**config.mk**
```make
export PLATFORM = sky130hd
export DESIGN_NAME = iq_deserializer
export DESIGN_NICKNAME = d
export VERILOG_FILES = /design/src/rtl/iq_deserializer.sv
export SDC_FILE = /design/constraint.sdc
export NUM_CORES = 1
export LEC_CHECK = 0
export ABC_AREA = 1
export CAP_MARGIN = 20
export CORE_MARGIN = 4
export CORE_UTILIZATION = 40
export DETAILED_ROUTE_END_ITERATION = 16
export PLACE_DENSITY = 0.69
export SYNTH_ARGS = -nofsm -noshare
export SYNTH_HDL_FRONTEND = slang
export SYNTH_SLANG_ARGS = --single-unit
```
**constraint.sdc**
```tcl
create_clock -name clk -period 2.6 [get_ports clk]
set_clock_uncertainty 0.1 [all_clocks]
set_input_delay 0.65 -clock clk [delete_from_list [all_inputs] [get_ports clk]]
set_output_delay 0.65 -clock clk [all_outputs]
set_load 0.02 [all_outputs]
```
**src/rtl/iq_deserializer.sv**
```systemverilog
// iq_deserializer
// ---------------
// Receive-side counterpart of the I/Q serializer. Samples a one-bit serial
// stream (one bit per clk), hunts for the 32-bit frame sync pattern
// 1,0,I[DATA_W-1:0],0,1,Q[DATA_W-1:0], confirms it over LOCK_FRAMES frames,
// then recovers I/Q sample pairs and tracks sync health while locked.
//
// Ports
//   clk        in   single clock, rising edge
//   rst        in   synchronous active-high reset
//   serial_in  in   serial frame bit, MSB first (complemented line if INVERT)
//   I, Q       out  last recovered samples (two's complement), held between frames
//   iq_valid   out  one-cycle pulse when I/Q update
//   locked     out  high while in LOCKED state
//   sync_err   out  one-cycle pulse on a bad frame while locked
//   err_count  out  saturating count of bad frames seen while locked
module iq_deserializer #(
   parameter int DATA_W      = 14,
   parameter int LOCK_FRAMES = 2,
   parameter int UNLOCK_ERRS = 3,
   parameter int INVERT      = 1
) (
   input  logic              clk,
   input  logic              rst,
   input  logic              serial_in,
   output logic [DATA_W-1:0] I,
   output logic [DATA_W-1:0] Q,
   output logic              iq_valid,
   output logic              locked,
   output logic              sync_err,
   output logic [15:0]       err_count
);

   localparam int FRAME_W = 2 * (DATA_W + 2);
   localparam int BC_W    = $clog2(FRAME_W);
   localparam int GC_W    = $clog2(LOCK_FRAMES + 1);
   localparam int BD_W    = $clog2(UNLOCK_ERRS + 1);
   localparam logic [BC_W-1:0] BC_LAST = BC_W'(FRAME_W - 1);

   typedef enum logic [1:0] {HUNT, CONFIRM, LOCKED} state_t;

   state_t                   state;
   // The oldest bit of the window is never needed after this cycle, so only
   // FRAME_W-1 history bits are stored; the window is history plus the new bit.
   logic [FRAME_W-2:0]       sh;
   logic [BC_W-1:0]          bc;
   logic [GC_W-1:0]          good_cnt;
   logic [BD_W-1:0]          bad_cnt;

   logic                     bit_in;
   logic [FRAME_W-1:0]       win;
   logic                     good;
   logic                     boundary;
   logic signed [DATA_W-1:0] i_smp;
   logic signed [DATA_W-1:0] q_smp;

   function automatic logic [15:0] sat_inc16(input logic [15:0] v);
      return (v == 16'hFFFF) ? v : v + 16'd1;
   endfunction

   assign bit_in   = (INVERT != 0) ? ~serial_in : serial_in;
   assign win      = {sh, bit_in};
   assign good     = (win[FRAME_W-1 -: 2] == 2'b10) && (win[DATA_W+1 -: 2] == 2'b01);
   assign boundary = (bc == BC_LAST);
   assign i_smp    = win[FRAME_W-3 -: DATA_W];
   assign q_smp    = win[DATA_W-1:0];

   // Window -> registered outputs; all decisions use the window that
   // includes the bit on serial_in this cycle.
   always_ff @(posedge clk) begin
      if (rst) begin
         state     <= HUNT;
         sh        <= '0;
         bc        <= '0;
         good_cnt  <= '0;
         bad_cnt   <= '0;
         I         <= '0;
         Q         <= '0;
         iq_valid  <= 1'b0;
         locked    <= 1'b0;
         sync_err  <= 1'b0;
         err_count <= '0;
      end else begin
         sh       <= win[FRAME_W-2:0];
         bc       <= boundary ? '0 : bc + 1'b1;
         iq_valid <= 1'b0;
         sync_err <= 1'b0;

         case (state)
            HUNT: begin
               // Bit counter is free-running here; a match realigns it so the
               // next frame's last bit lands on bc == FRAME_W-1.
               if (good) begin
                  bc <= '0;
                  if (LOCK_FRAMES <= 1) begin
                     state    <= LOCKED;
                     locked   <= 1'b1;
                     I        <= i_smp;
                     Q        <= q_smp;
                     iq_valid <= 1'b1;
                     bad_cnt  <= '0;
                  end else begin
                     state    <= CONFIRM;
                     good_cnt <= GC_W'(1);
                  end
               end
            end

            CONFIRM: begin
               if (boundary) begin
                  if (!good) begin
                     state <= HUNT;
                  end else if (int'(good_cnt) + 1 >= LOCK_FRAMES) begin
                     state    <= LOCKED;
                     locked   <= 1'b1;
                     I        <= i_smp;
                     Q        <= q_smp;
                     iq_valid <= 1'b1;
                     bad_cnt  <= '0;
                  end else begin
                     good_cnt <= good_cnt + 1'b1;
                  end
               end
            end

            LOCKED: begin
               if (boundary) begin
                  if (good) begin
                     I        <= i_smp;
                     Q        <= q_smp;
                     iq_valid <= 1'b1;
                     bad_cnt  <= '0;
                  end else begin
                     sync_err  <= 1'b1;
                     err_count <= sat_inc16(err_count);
                     if (int'(bad_cnt) + 1 >= UNLOCK_ERRS) begin
                        state   <= HUNT;
                        locked  <= 1'b0;
                        bad_cnt <= '0;
                     end else begin
                        bad_cnt <= bad_cnt + 1'b1;
                     end
                  end
               end
            end

            default: state <= HUNT;
         endcase
      end
   end

endmodule

```
* After elaboration in Yosys (flattened, before gate mapping)
Cells that the tools add are included.
** Word-level totals
- Word-level logic and storage cells :: 99
- Bits in registers :: 89
- Output and inout port bits :: 47
- Input bits :: 3
** Cells by class
- $lt $le $gt $ge :: 2
- Equal/unequal tests :: 16
- Bitwise operators :: 5
- Add/subtract/negate cells :: 6
- Reduce and logical (&&, ||, !) cells :: 11
- Muxes and demuxes :: 48
** Operator list (count)
- $mux 14 :: 10
- $pmux 14 s2 :: 2
- $mux 2 :: 16
- $ne 2x2->1 const B :: 9
- $add 16x1->16 const B :: 1
- $eq 16x16->1 const B :: 1
- $mux 5 :: 3
- $mux 1 :: 12
- $reduce_and 6->1 :: 2
- $reduce_and 5->1 :: 2
- $pmux 2 s2 :: 2
- $reduce_and 7->1 :: 1
- $add 2x1->3 const B :: 2
- $ge 3x2->1 const B :: 2
- $pmux 2 s3 :: 1
- $add 5x1->5 const B :: 1
- $eq 5x5->1 const B :: 1
- $not 1->1 :: 5
- $add 2x1->2 const B :: 2
- $eq 2x1->1 const B :: 2
- $eq 2x2->1 const B :: 2
- $pmux 1 s2 :: 2
- $reduce_and 4->1 :: 1
- $reduce_bool 2->1 :: 2
- 4 further kinds :: 4

* Logic depth before layout (Yosys ltp)
Gate-level depths: netlist (run 1).
- Depth in word-level cells :: 6
- Gate-level depth with buffers :: 13

* Least setup slack after synthesis (run 1)
Ideal clock, no wire load.
- Kind :: flip-flop to flip-flop
- Start point :: register bc[0]
- End point :: register I[0]
- Path slack :: 648 ps
- Buffers on the path :: 2
- Clock period less this slack :: 1952 ps
- Cell stages (with the launch flop) :: 14
- Arrival time :: 1736 ps
- Cell sequence :: dfxtp_1 ha_1 and3_1 ha_1 inv_1 o21ai_0 nand2_1 inv_2 nand2_2 inv_2 buf_4 buf_6 nor2_1 nor2_1
** On the way
- Word-level cells in the longest chain between the ends :: 3
** Ends and longest elaborated chain
- start: declaration :: RTL line 46 : logic [BC_W-1:0] bc;
- start signal: assignment :: RTL line 85 : bc <= boundary ? '0 : bc + 1'b1;
- $eq 5x5->1 (*) :: RTL line 64 : assign boundary = (bc == BC_LAST);
- $ne 2x2->1 (no source line)
- $reduce_and 6->1 (no source line) (*)
- end signal: assignment :: RTL line 98 : I <= i_smp;
- end signal: assignment :: RTL line 116 : I <= i_smp;
- end signal: assignment :: RTL line 129 : I <= i_smp;
- end: declaration :: RTL line 26 : output logic [DATA_W-1:0] I,
Every way passes the cells marked *; elsewhere a longest branch is shown, timed or not.
A chain may end at the register's enable or synchronous reset.

* Worst setup path in the final report (run 1)
- Start point :: register err_count[7]
- End point :: output port err_count[7]
** RTL lines
- start: declaration :: RTL line 31 : output logic [15:0] err_count
- start signal: assignment :: RTL line 135 : err_count <= sat_inc16(err_count);
No word-level cell between the ends.

==> results.json, run 1 <==
{
  "startpoint_type": "flip-flop",
  "cp.arrival_ps": 1530,
  "routed_wl_microns": 6740,
  "ys_types": 25,
  "ys.warnings.count": 0,
  "rows": 34,
  "synth_area_sq_um": 3580,
  "dieArea_sq_um": 10500,
  "drt_iter0_drc": 82,
  "cts_tree": "done",
  "rsz0062_at_grt": "false",
  "wl_per_cell_microns": 10.3,
  "fmax_mhz": 438,
  "cts_root_buf": "clkbuf_8",
  "grt_remaining_overflow": 0,
  "crit_path_max_incr_delay_ps": 660,
  "drt_first_pass_iters": 4,
  "fin_nets": 551,
  "ant_nets": 0,
  "hold_buffers": 0,
  "cts_made_buffers": 9,
  "core-area_sq_um": 8720,
  "synth_fp_nets": 505,
  "p_leak_uw": 0.00172,
  "finalWorstPathRequiredPeriod_ps": 2280,
  "maxCapViolations": 0,
  "cp_top_family": "buffers and inverters",
  "area_delta_synth_final_pct": 21.1,
  "synth.avg_cell_area_sq_um": 7.26,
  "clock_latency_ps": 360,
  "grtUsageMet3_pct": 3.52,
  "drc": 0,
  "grt_use_met2_pct": 23.8,
  "antenna_found_initial": 0,
  "finalSetupViolCount": 0,
  "syn_inst": 493,
  "io_buffers": 49,
  "drive_gt1_share_pct": 7.17,
  "grtUsageMet1_pct": 17.4,
  "nFillCells": 843,
  "worst_pin_slew_ps": 504,
  "yosysTopAreaCellShare_pct": 49.8,
  "fin_setup_tns_ps": 0,
  "die_h_microns": 103,
  "grt_pass1_vias": 2754,
  "critPathCaptureType": "primary output",
  "synth.area.top_cells": "dfxtp_1 (50%), nor2_1 (14%), nand2_1 (7.8%)",
  "crit_buf_inv": 1,
  "required_ps": 1850,
  "ys_ff_latch": 89,
  "grt_max_degree": 46,
  "clockBufferDepth": 2,
  "clk_pin_slew_worst_paths_ps": 100,
  "finalMaxSlewViolations": 0,
  "hp-class": "flip-flop to flip-flop",
  "cp_cell_sequence": "clkdlybuf4s50_1",
  "die_x_microns": 103,
  "synth_seq_area_share_pct": 49.8,
  "dp_hpwl_microns": 4670,
  "path_class": "flip-flop to primary output",
  "relSlewSlack_pct": 66.4,
  "cts_resized": 0,
  "outcome": "finished clean",
  "initial_core_util_pct": 41.0,
  "power.density_nw_per_um2": 821,
  "postLayoutCoreUtil_pct": 49.7,
  "h-tree-depth": 3,
  "finalHoldViolations": 0,
  "diodes": 0,
  "groute.usage.overall_pct": 14.2,
  "top_usage_layer": "met2",
  "ir_worst_vdd_mv": 0.414,
  "slowest_stage": "clkdlybuf4s50_1",
  "synth_largest_area_cell": "dfxtp_1",
  "vias": 2950,
  "clock_sinks": 89,
  "grt_pass1_wl_microns": 12000,
  "vias_per_cell": 4.52,
  "period_share_pct": 87.8,
  "place.gp.congestion": 0.800,
  "cp_max_fo": 8,
  "cts_setup_buffers": 0,
  "ios": 50
}
registers in the layout, indices dropped and copies added (netlist names):
register / cells
I: 14
good_cnt: 2
bad_cnt: 2
err_count: 16
locked: 1
bc: 5
sh: 31
iq_valid: 1
Q: 14
sync_err: 1
state: 2
layer usage:
layer	share of wire (%)	wire length, microns
met4	1.9	129
met1	45	3060
met2	48	3210
met3	5.0	340
met5	0	0
worst register-to-register path, stage by stage (launching register included):
cell and delay, ps:
dfxtp_1 370, ha_1 190, and3_1 190, ha_1 170, inv_1 70, o21ai_0 100
nand2_1 120, inv_2 60, nand2_2 50, inv_2 380, nand2_1 110, nand2_1 80
nor2_1 40
where the power goes:
group          internal, uW  total, uW  switching, uW
combinational           418       1020            602
clock                   384        937            553
sequential             1520       1600           84.7
final cells by class:
| class | count | area (sq um) | area share [%] |
|---|---|---|---|
| clock buffers | 9 | 124 | 2.86 |
| inverters | 77 | 289 | 6.67 |
| multi-input cells | 309 | 1410 | 32.4 |
| clock inverters | 7 | 78.8 | 1.82 |
| well taps | 108 | 135 | 3.12 |
| repair buffers | 53 | 520 | 12.0 |
| flip-flops and latches | 89 | 1780 | 41.1 |
cell usage after synthesis, drive strengths merged:
master / count
nand4: 1
inv: 77
and3: 1
nor2: 142
o21ai: 33
clkbuf: 8
nand3: 28
o2111ai: 1
dfxtp: 89
xor2: 1
buf: 10
xnor2: 1
a21oi: 12
ha: 9
nor3: 3
a211oi: 1
nand2: 76
path summary, 6_finish.rpt:
kind	from	depth (start not counted)	slack, ps	to
hold reg to reg	sh[4]	2	320	sh[5]
hold / removal	sh[4]	2	320	sh[5]
setup reg to reg	bc[0]	12	490	Q[0]
setup / recovery	err_count[7]	1	320	err_count[7]
cells by family after synthesis:
logic type                 count (synthesis)  share of synthesized area [%]
adders and majority gates                  9                           3.15
AOI/OAI and AO/OA                         47                           6.75
DFF                                       89                           49.8
and+or+nand+nor                          251                           28.9
buffers and inverters                     95                           10.9
xor gates and xnor gates                   2                          0.490
metrics by stage:
stage	instances	hold slack, ps	total power (uW)	instance area (sq um)	worst slack (ps)
final	652	317	3560	4330	316
after CTS	652	320	3610	4330	290
after detailed placement	636	309	2670	4130	394
after floorplan	493	300	2320	3580	648
after global routing	652	333	3810	4330	180
after global placement	636	305	2640	4130	421
cells in the final DEF, fill, tap and decap left out, drive strengths merged:
master	n
nor2	142
dfxtp	89
inv	82
nand2	76
clkdlybuf4s50	49
o21ai	33
nand3	28
a21oi	12
ha	9
clkbuf	9
buf	4
nor3	3
clkinv	2
and3	1
xor2	1
xnor2	1
o2111ai	1
nand4	1
a211oi	1
Power figures use the tool's default switching activity.
==> inputs of run 2 (changes only) <==
Settings changed: CTS_CLUSTER_SIZE set to 25.
==> results of run 2 <==
No change in the layout: final DEF, timing and power equal those of run 1.
==> inputs of run 3 (changes only) <==
Settings changed: TNS_END_PERCENT set to 5.
==> results of run 3 <==
No change in the layout: final DEF, timing and power equal those of run 1.
